### config.mk
export PLATFORM = sky130hd
export DESIGN_NAME = pir_array_monitor
export DESIGN_NICKNAME = d
export VERILOG_FILES = /design/src/rtl/pir_array_monitor.sv
export SDC_FILE = /design/constraint.sdc
export NUM_CORES = 1
export LEC_CHECK = 0
export ABC_AREA = 1
export CORE_ASPECT_RATIO = 1.75
export CORE_MARGIN = 10
export CORE_UTILIZATION = 50
export DETAILED_ROUTE_END_ITERATION = 10
export PLACE_DENSITY = 0.79
export SYNTH_ARGS = -nofsm -noshare
export SYNTH_HDL_FRONTEND = slang
export SYNTH_SLANG_ARGS = --single-unit
export TNS_END_PERCENT = 100
### constraint.sdc
create_clock -name clk -period 10.6 [get_ports clk]
set_clock_uncertainty 0.05 [all_clocks]
set_input_delay 2.12 -clock clk [delete_from_list [all_inputs] [get_ports clk]]
set_output_delay 2.12 -clock clk [all_outputs]
set_load 0.005 [all_outputs]
### src/rtl/pir_array_monitor.sv
// pir_array_monitor
//
// Multi-channel motion-detection monitor. Each accepted sample vector updates
// a per-channel moving average over a 2^AVG_LOG2-deep window. A channel trips
// the alarm after CONFIRM consecutive over-threshold averages. An
// OFF/ARMED/ALARM/SILENCED state machine handles operator acknowledge.
//
// Pipeline:
//   stage 1 (accepting edge)  window, running sum, avg_out, sample_count
//   stage 2 (following edge)  confirm counters, led, trip evaluation
//
// Ports:
//   clk, rst      rising-edge clock, synchronous active-high reset
//   turn          system enable; low forces OFF and clears the datapath
//   stop_alarm    operator acknowledge (ALARM -> SILENCED)
//   sample_valid  sensor_data carries a new sample vector
//   sensor_data   packed samples, channel i at [i*DATA_W +: DATA_W]
//   threshold     trip threshold, strict compare (avg > threshold)
//   avg_out       registered per-channel averages, same packing
//   led           per-channel over-threshold flags (stage 2)
//   buzzer        high only in ALARM
//   alarm_state   OFF=0, ARMED=1, ALARM=2, SILENCED=3
//   trip_channel  lowest channel that caused the last ALARM entry
//   event_count   ARMED->ALARM transitions, saturating
//   sample_count  accepted samples since rst, wrapping
module pir_array_monitor #(
  parameter int unsigned NUM_SENSORS = 3,
  parameter int unsigned DATA_W      = 7,
  parameter int unsigned AVG_LOG2    = 2,
  parameter int unsigned CONFIRM     = 2,
  parameter int unsigned CH_W        = (NUM_SENSORS > 1) ? $clog2(NUM_SENSORS) : 1
) (
  input  logic                          clk,
  input  logic                          rst,
  input  logic                          turn,
  input  logic                          stop_alarm,
  input  logic                          sample_valid,
  input  logic [NUM_SENSORS*DATA_W-1:0] sensor_data,
  input  logic [DATA_W-1:0]             threshold,
  output logic [NUM_SENSORS*DATA_W-1:0] avg_out,
  output logic [NUM_SENSORS-1:0]        led,
  output logic                          buzzer,
  output logic [1:0]                    alarm_state,
  output logic [CH_W-1:0]               trip_channel,
  output logic [15:0]                   event_count,
  output logic [15:0]                   sample_count
);

  localparam int unsigned Depth = 1 << AVG_LOG2;
  localparam int unsigned SumW  = DATA_W + AVG_LOG2;
  localparam int unsigned ConfW = $clog2(CONFIRM + 1);

  typedef enum logic [1:0] {
    StOff      = 2'd0,
    StArmed    = 2'd1,
    StAlarm    = 2'd2,
    StSilenced = 2'd3
  } state_e;

  state_e state_q;

  // Datapath state
  logic [DATA_W-1:0]             win_q  [NUM_SENSORS][Depth];
  logic [SumW-1:0]               sum_q  [NUM_SENSORS];
  logic [SumW-1:0]               sum_d  [NUM_SENSORS];
  logic [ConfW-1:0]              conf_q [NUM_SENSORS];
  logic [ConfW-1:0]              conf_d [NUM_SENSORS];
  logic [NUM_SENSORS*DATA_W-1:0] avg_q;
  logic [NUM_SENSORS*DATA_W-1:0] avg_d;
  logic [NUM_SENSORS-1:0]        led_q;
  logic [NUM_SENSORS-1:0]        over;
  logic                          s2_valid_q;

  // Control / status
  logic            accept;
  logic            clear;
  logic            any_confirmed;
  logic            all_quiet;
  logic [CH_W-1:0] first_ch;
  logic            buzzer_q;
  logic [CH_W-1:0] trip_q;
  logic [15:0]     event_q;
  logic [15:0]     sample_q;

  // Samples are never taken in the OFF-entry cycle, so a fresh ARMED period
  // always starts from empty windows.
  assign accept = sample_valid & turn & (state_q != StOff);
  assign clear  = ~turn | (state_q == StOff);

  // Stage 1 next-state: running sum keeps exactly the sum of the window, so it
  // never overflows SumW and the average fits DATA_W without saturation.
  always_comb begin
    for (int unsigned i = 0; i < NUM_SENSORS; i++) begin
      sum_d[i] = sum_q[i] + SumW'(sensor_data[i*DATA_W +: DATA_W])
                 - SumW'(win_q[i][Depth-1]);
      avg_d[i*DATA_W +: DATA_W] = sum_d[i][AVG_LOG2 +: DATA_W];
    end
  end

  // Stage 2 next-state: compare registered averages, update confirm counters
  // and pick the lowest-index channel that is (still) confirmed.
  always_comb begin
    logic found;
    found         = 1'b0;
    any_confirmed = 1'b0;
    first_ch      = '0;
    for (int unsigned i = 0; i < NUM_SENSORS; i++) begin
      over[i]   = avg_q[i*DATA_W +: DATA_W] > threshold;
      conf_d[i] = conf_q[i];
      if (s2_valid_q) begin
        if (!over[i]) begin
          conf_d[i] = '0;
        end else if (conf_q[i] != ConfW'(CONFIRM)) begin
          conf_d[i] = conf_q[i] + ConfW'(1);
        end
      end
      if (conf_d[i] == ConfW'(CONFIRM)) begin
        any_confirmed = 1'b1;
        if (!found) begin
          found    = 1'b1;
          first_ch = CH_W'(i);
        end
      end
    end
    all_quiet = ~|over;
  end

  // Averaging datapath; OFF (or turn low) wipes every window and flag.
  always_ff @(posedge clk) begin
    if (rst || clear) begin
      for (int unsigned i = 0; i < NUM_SENSORS; i++) begin
        for (int unsigned k = 0; k < Depth; k++) begin
          win_q[i][k] <= '0;
        end
        sum_q[i]  <= '0;
        conf_q[i] <= '0;
      end
      avg_q      <= '0;
      led_q      <= '0;
      s2_valid_q <= 1'b0;
    end else begin
      s2_valid_q <= accept;
      if (accept) begin
        for (int unsigned i = 0; i < NUM_SENSORS; i++) begin
          for (int unsigned k = Depth - 1; k > 0; k--) begin
            win_q[i][k] <= win_q[i][k-1];
          end
          win_q[i][0] <= sensor_data[i*DATA_W +: DATA_W];
          sum_q[i]    <= sum_d[i];
        end
        avg_q <= avg_d;
      end
      if (s2_valid_q) begin
        led_q <= over;
      end
      for (int unsigned i = 0; i < NUM_SENSORS; i++) begin
        conf_q[i] <= conf_d[i];
      end
    end
  end

  // Sample counter survives OFF; only rst clears it.
  always_ff @(posedge clk) begin
    if (rst) begin
      sample_q <= '0;
    end else if (accept) begin
      sample_q <= sample_q + 16'd1;
    end
  end

  // Alarm state machine with registered buzzer, trip channel and event count.
  // turn low beats every other transition, including a same-cycle trip.
  always_ff @(posedge clk) begin
    if (rst) begin
      state_q  <= StOff;
      buzzer_q <= 1'b0;
      trip_q   <= '0;
      event_q  <= '0;
    end else if (!turn) begin
      state_q  <= StOff;
      buzzer_q <= 1'b0;
    end else begin
      unique case (state_q)
        StOff: begin
          state_q  <= StArmed;
          buzzer_q <= 1'b0;
        end
        StArmed: begin
          if (any_confirmed) begin
            state_q  <= StAlarm;
            buzzer_q <= 1'b1;
            trip_q   <= first_ch;
            if (event_q != 16'hFFFF) begin
              event_q <= event_q + 16'd1;
            end
          end
        end
        StAlarm: begin
          // A confirmation arriving with the acknowledge cannot re-trip here.
          if (stop_alarm) begin
            state_q  <= StSilenced;
            buzzer_q <= 1'b0;
          end
        end
        StSilenced: begin
          if (s2_valid_q && all_quiet) begin
            state_q <= StArmed;
          end
        end
        default: begin
          state_q  <= StOff;
          buzzer_q <= 1'b0;
        end
      endcase
    end
  end

  assign avg_out      = avg_q;
  assign led          = led_q;
  assign buzzer       = buzzer_q;
  assign alarm_state  = state_q;
  assign trip_channel = trip_q;
  assign event_count  = event_q;
  assign sample_count = sample_q;

endmodule

==> results.ini, run 1 <==
[routing]
post-route-drc-count=0
drt_wl_total_um=19300
vias=6877
routedWlPerCell_um=13.5
count_of_antenna_violating_nets_left_after_detailed_routing=0
route.detailed.vias_per_inst=4.83
drt_iter0_drc=421
detailedRoute.firstPassIterationCount=4

[synth]
postSynthRegisterBits=179
count_of_flip_flops_with_a_built_in_enable_after_synthesis=111
synth-async-reset-ratio=0
yosysUniqueCellTypes=38
synth-warning-count=0
syn-instance-count=1083
syn_area_mm2=0.00949
synth.area.top_cells=edfxtp_1, dfxtp_1, inv_1, ha_1, nor2_1
synth.avg_cell_area_um2=8.76
synth.largest_area_cell=edfxtp_1
synth.net_count=1195
netlist.area_leader.share=0.351
synth_sequential_area_ratio=0.495
ys_dominant_reg_cell=edfxtp_1

[timing]
fin_setup_tns_ns=0
setup_viol=0
fin_crit_sh=0.487
finalHoldViolCount=0
final_period_minus_worst_setup_slack_ns=5.16
maxSlewHeadroom=0.395
max_freq_mhz=194
report.final.slew_viol_count=0
setup_repair_after_global_routing_missed_its_margin=no
worst_hold_slack_ns=0.418
worst-slew-pin-transition_ns=0.908

[grt]
grt_pass1_wl_um=31900
total_congestion_overflow=0
grt_pass1_vias=6880
track_usage=0.159
grt_start_max_net_pins=88
antenna_found_initial=1

[layout]
nNetsFinal=1286
antenna_cells_inserted=0
final_layout_size_suffix_gt1_frac=0.0564
areaGrowthSynthToFinish_pct=17.7

[clock_network]
ctsHoldBuffers=0
post_cts_buffers=0
ctsResizeCount=0
cts_tree=yes
worst_setup_hold_path_clk_slew_ns=0.07
clock-sinks=179
worst_skew_pair.late_latency_ns=0.44
h_tree_depth=4
cts.root.buffer_cell=clkbuf_16
clock_path_buffers=2
clock_buffer_count_from_cts=17

[floorplan]
core_mm2=0.0187
die_width_um=124
floorplan_die_area_mm2=0.0251
num_rows=66
io-pin-count=94
initial_core_util=0.508
chipHeight_um=202

[job]
drv.max_cap_violation_count=0

[power]
p_per_area_mw_per_mm2=137
power.leakage_nw=4.90
worst_case_vdd_ir_drop_uv=96.4
design_power_total_mw=1.53

[critical_path]
critPathRequiredTime_ns=10.62
startpoint_type=primary input
worstSetupEndpointType=flop
timing_worst_setup_path_type=in -> reg
critical_path_at_ns=5.17
crit_path_max_fanout=72

[placed_design]
hpwlAfterDp_um=14300
port-buffer-count=93
gpl.final_weighted_congestion=0.850

[hold_path]
worst_hold_path_type=reg -> reg

[outcome]
outcome=complete, no violations

-- worst max-delay path: stages --
cell and delay (ns):
clkdlybuf4s50_1 0.73, nor2_1 0.34, nand2_1 0.28, nor2_2 0.71, inv_4 0.41, buf_4 0.51
-- power by group --
| group | internal (mW) | switching, mW | total [mW] |
|---|---|---|---|
| registers | 0.753 | 0.00904 | 0.762 |
| clock network | 0.302 | 0.277 | 0.579 |
| logic | 0.0745 | 0.117 | 0.191 |
| total | 1.13 | 0.403 | 1.53 |
-- Yosys cell counts, types with 3 or more instances --
library cell and instances:
nand3_1 30, clkbuf_1 15, fa_1 21, nor2_2 6
ha_1 58, inv_2 8, buf_2 5, nand4_1 21
xor2_1 26, nand3_4 3, nand2_1 157, edfxtp_1 111
o22ai_1 3, nor2_1 168, o21ai_0 34, dfxtp_1 68
nor3_1 7, inv_1 271, a21oi_1 40, nand2_2 4
nor3_2 4
-- registers in the layout (all words and copies together) (netlist names) --
register / cells
alarm_state: 2
avg_out: 21
buzzer: 1
conf_q: 6
event_count: 16
led: 3
s2_valid_q: 1
sample_count: 16
sum_q: 27
trip_channel: 2
win_q: 84
-- path summary, 6_finish.rpt --
kind | from | endpoint | slack [ns] | cells past startpoint
setup / recovery | rst | sum_q[0][16] | 5.44 | 6
hold / removal | trip_channel[0] | trip_channel[0] | 0.42 | 2
hold reg to reg | trip_channel[0] | trip_channel[0] | 0.42 | 2
setup reg to reg | alarm_state[0] | sum_q[0][16] | 7.41 | 7
-- metrics by stage --
stage	utilization	setup WS, ns	instance area [um^2]	cells
floorplan	-	5.18	9490	1083
finish	0.598	5.44	11200	1425
detailed placement	0.570	4.97	10600	1393
CTS	0.598	5.45	11200	1425
global route	0.598	5.03	11200	1425
global placement	0.570	5.08	10600	1393
-- layout make-up --
type,instances,area (um^2)
flip-flops and latches,179,4690
multi-input cells,601,3640
fillers,1617,7500
clock inverters,14,105
repair buffers,95,946
inverters,280,1050
well taps,238,298
clock buffers,18,429
-- layer usage --
| metal | global-route usage | vias up | part of all wire |
|---|---|---|---|
| met1 | 0.174 | 3207 | 0.40 |
| met2 | 0.276 | 123 | 0.52 |
| met5 | 0 | - | 0.00047 |
| met4 | 0.0578 | 2 | 0.019 |
| met3 | 0.0516 | 28 | 0.063 |
| li1 | - | 3517 | - |
-- placed cells by master, fill, tap and decap left out, drive strengths merged --
cell type / count
dfxtp: 68
clkinv: 8
ha: 58
nor3: 12
fa: 21
edfxtp: 111
buf: 2
nand3: 35
o21ai: 35
clkinvlp: 4
nor2: 176
o31ai: 1
nand2: 161
a31oi: 1
o21a: 2
clkdlybuf4s50: 93
nor3b: 2
a211oi: 1
nand4: 22
nand3b: 3
xor2: 26
o22ai: 3
clkbuf: 18
inv: 282
a21oi: 40
xnor2: 2
-- cell families after synthesis --
group           count (synthesis)  synth area share
buf+inv                       303             0.122
simple gates                  411             0.191
fa+ha+maj                      79             0.121
flops                         179             0.495
xor+xnor                       28            0.0258
compound gates                 83            0.0458
No activity file was read; power rests on OpenSTA's default activity.
==> inputs of run 2 (changes only) <==
PLACE_DENSITY = 0.82   (was 0.79)
clock period = 4.2 ns   (was 10.6 ns; I/O delays follow)
==> run 2 against run 1 <==
  * Routed wire length grew 0.29%
  * Sequential power grew to 2.5 times the previous value
  * Total power grew 150%
  * Register-to-register slack lost 6.0 ns
  * First-iteration DRC count shrank 3.3%
  * Non-clock buffer count grew 2
  * Combinational power grew to 2.6 times the previous value
  * Sequential share of layout area is essentially flat
  * Critical path depth grew 8
  * Clock power grew 150%
  * Cell area is essentially flat
  * Critical path type unchanged
  * Critical endpoint is now sum_q[0][17]
  * Largest cell class unchanged
==> results.ini, run 2 (same netlist as run 1, synthesis figures left out) <==
[grt]
track_usage=0.161  ; +0.00137
grt_pass1_vias=6725  ; -2.3%
globalRouteMet3Util=0.0516  ; unchanged
total_congestion_overflow=0  ; unchanged
grt_pass1_wl_um=32000  ; +0.24%
gr-usage-met2=0.280  ; +0.00359
grt_use_met1=0.177  ; +0.00242
antenna_found_initial=1  ; unchanged
grt_start_max_net_pins=121  ; +38%
grt.busiest_layer=met2

[layout]
largest_register=win_q
largest_reg_flops=84  ; unchanged
layoutNonFillerInstCount=1427  ; +0.14%
final_layout_size_suffix_gt1_frac=0.0547  ; -0.00178
areaGrowthSynthToFinish_pct=17.8  ; about the same
layout.cells.most_common=inv_1
fin_area_mm2=0.0112  ; about the same
final_cell_mix=inv_1, nor2_1, nand2_1, edfxtp_1, clkdlybuf4s50_1
antenna_cells_inserted=0  ; unchanged
nNetsFinal=1288  ; +0.16%
postLayoutCoreUtil=0.599  ; about the same
fill_cells=1591  ; -1.6%

[critical_path]
timing.critical_path.mode_cell=nand2_1
cp_slowest_cell=fa_1
cp_num_buf_inv=3  ; unchanged
startpoint_type=primary input
critPathRequiredTime_ns=4.34  ; -6.28 ns
critical_path.top_delay_family=adder cells
timing_worst_setup_path_type=in -> reg
slowest_delay_ns=0.52  ; -0.21 ns
worstPathCellList=clkdlybuf4s50_1 > inv_1 > fa_1 > fa_1 > o21ai_0 > nand2_1 > nand2_1 > a21oi_1 > o21ai_0 > nand2_1 > nand2_1 > nand2_1 > nand3_1 > inv_1
critical_path_at_ns=3.42  ; -1.75 ns
worstSetupEndpointType=flop
crit_path_max_fanout=2  ; -97%

[timing]
report.final.slew_viol_count=0  ; unchanged
fin_setup_tns_ns=0  ; unchanged
final_period_minus_worst_setup_slack_ns=3.28
worst-slew-pin-transition_ns=1.17  ; +0.261 ns
setup_repair_after_global_routing_missed_its_margin=no
fin_crit_sh=0.781
setup_viol=0  ; unchanged
max_freq_mhz=305
finalHoldViolCount=0  ; unchanged
maxSlewHeadroom=0.221  ; -0.174

[placed_design]
hpwlAfterDp_um=14300  ; about the same
gpl.final_weighted_congestion=0.857  ; +0.79%
place_inst=1395  ; +0.14%
port-buffer-count=93  ; unchanged
post_dp_cell_area_mm2=0.0107  ; +0.26%

[power]
worst_case_vdd_ir_drop_uv=304  ; +210%
design_power_total_mw=3.83  ; +150%
p_per_area_mw_per_mm2=342  ; +150%
power.leakage_nw=4.91  ; +0.18%

[floorplan]
core_mm2=0.0187  ; unchanged
die_width_um=124  ; unchanged
floorplan_die_area_mm2=0.0251  ; unchanged
num_rows=66  ; unchanged
initial_core_util=0.508  ; unchanged
chipHeight_um=202  ; unchanged
io-pin-count=94  ; unchanged

[routing]
drt_wl_total_um=19300  ; +0.29%
route.detailed.vias_per_inst=4.79  ; -0.84%
detailedRoute.firstPassIterationCount=4  ; unchanged
drt_iter0_drc=407  ; -3.3%
post-route-drc-count=0  ; unchanged
vias=6829  ; -0.70%
routedWlPerCell_um=13.5  ; +0.15%
count_of_antenna_violating_nets_left_after_detailed_routing=0  ; unchanged

[clock_network]
clock_buffer_count_from_cts=17  ; unchanged
ctsResizeCount=0  ; unchanged
post_cts_buffers=0  ; unchanged
ctsHoldBuffers=0  ; unchanged
worst_setup_hold_path_clk_slew_ns=0.07  ; about the same
worst_skew_pair.late_latency_ns=0.43  ; about the same
cts.root.buffer_cell=clkbuf_16
clock-sinks=179  ; unchanged
clock_path_buffers=2  ; unchanged
cts_tree=yes
h_tree_depth=4  ; unchanged

[job]
drv.max_cap_violation_count=0  ; unchanged

[outcome]
outcome=complete, no violations

[hold_path]
worst_hold_path_type=reg -> reg

run 2: layer usage:
| metal | share of wire | vias up |
|---|---|---|
| li1 | - | 3530 |
| met1 | 0.40 | 3146 |
| met2 | 0.52 | 130 |
| met3 | 0.065 | 21 |
| met4 | 0.017 | 2 |
| met5 | 0.00052 | - |
run 2: final cells by class:
cell class	count	area, um^2	area share
Sequential cell	179	4690	0.420
Multi-Input combinational cell	601	3640	0.326
Inverter	280	1050	0.0944
Timing Repair Buffer	97	973	0.0871
Clock buffer	17	425	0.0381
Tap cell	238	298	0.0266
Clock inverter	15	90.1	0.00806
run 2: final timing paths:
kind                         start                to  slack [ns]  cells past startpoint
hold reg to reg   sample_count[15]  sample_count[15]        0.42                      2
setup / recovery    sensor_data[8]      sum_q[0][17]        0.92                     14
setup reg to reg      sum_q[0][10]      sum_q[0][17]        1.45                     13
hold / removal    sample_count[15]  sample_count[15]        0.42                      2
run 2: report_power, final:
group	internal [mW]	switching [mW]	total (mW)
clock network	0.747	0.668	1.42
logic	0.190	0.298	0.488
registers	1.90	0.0225	1.92
total	2.84	0.989	3.83
run 2: worst register-to-register path, stage by stage (launching register included):
cell      delay, ns
edfxtp_1       0.38
inv_1          0.08
fa_1           0.46
fa_1           0.47
o21ai_0        0.33
nand2_1        0.09
nand2_1        0.07
a21oi_1        0.08
o21ai_0        0.17
nand2_1        0.10
nand2_1        0.07
nand2_1        0.05
nand3_1        0.07
inv_1          0.04
run 2: metrics by stage:
| step | setup slack [ns] | hold slack, ns |
|---|---|---|
| detailed placement | 0.481 | 0.404 |
| finish | 0.922 | 0.420 |
| global placement | 0.555 | 0.395 |
| CTS | 0.939 | 0.421 |
| floorplan | 0.0608 | 0.401 |
| global route | 0.737 | 0.447 |
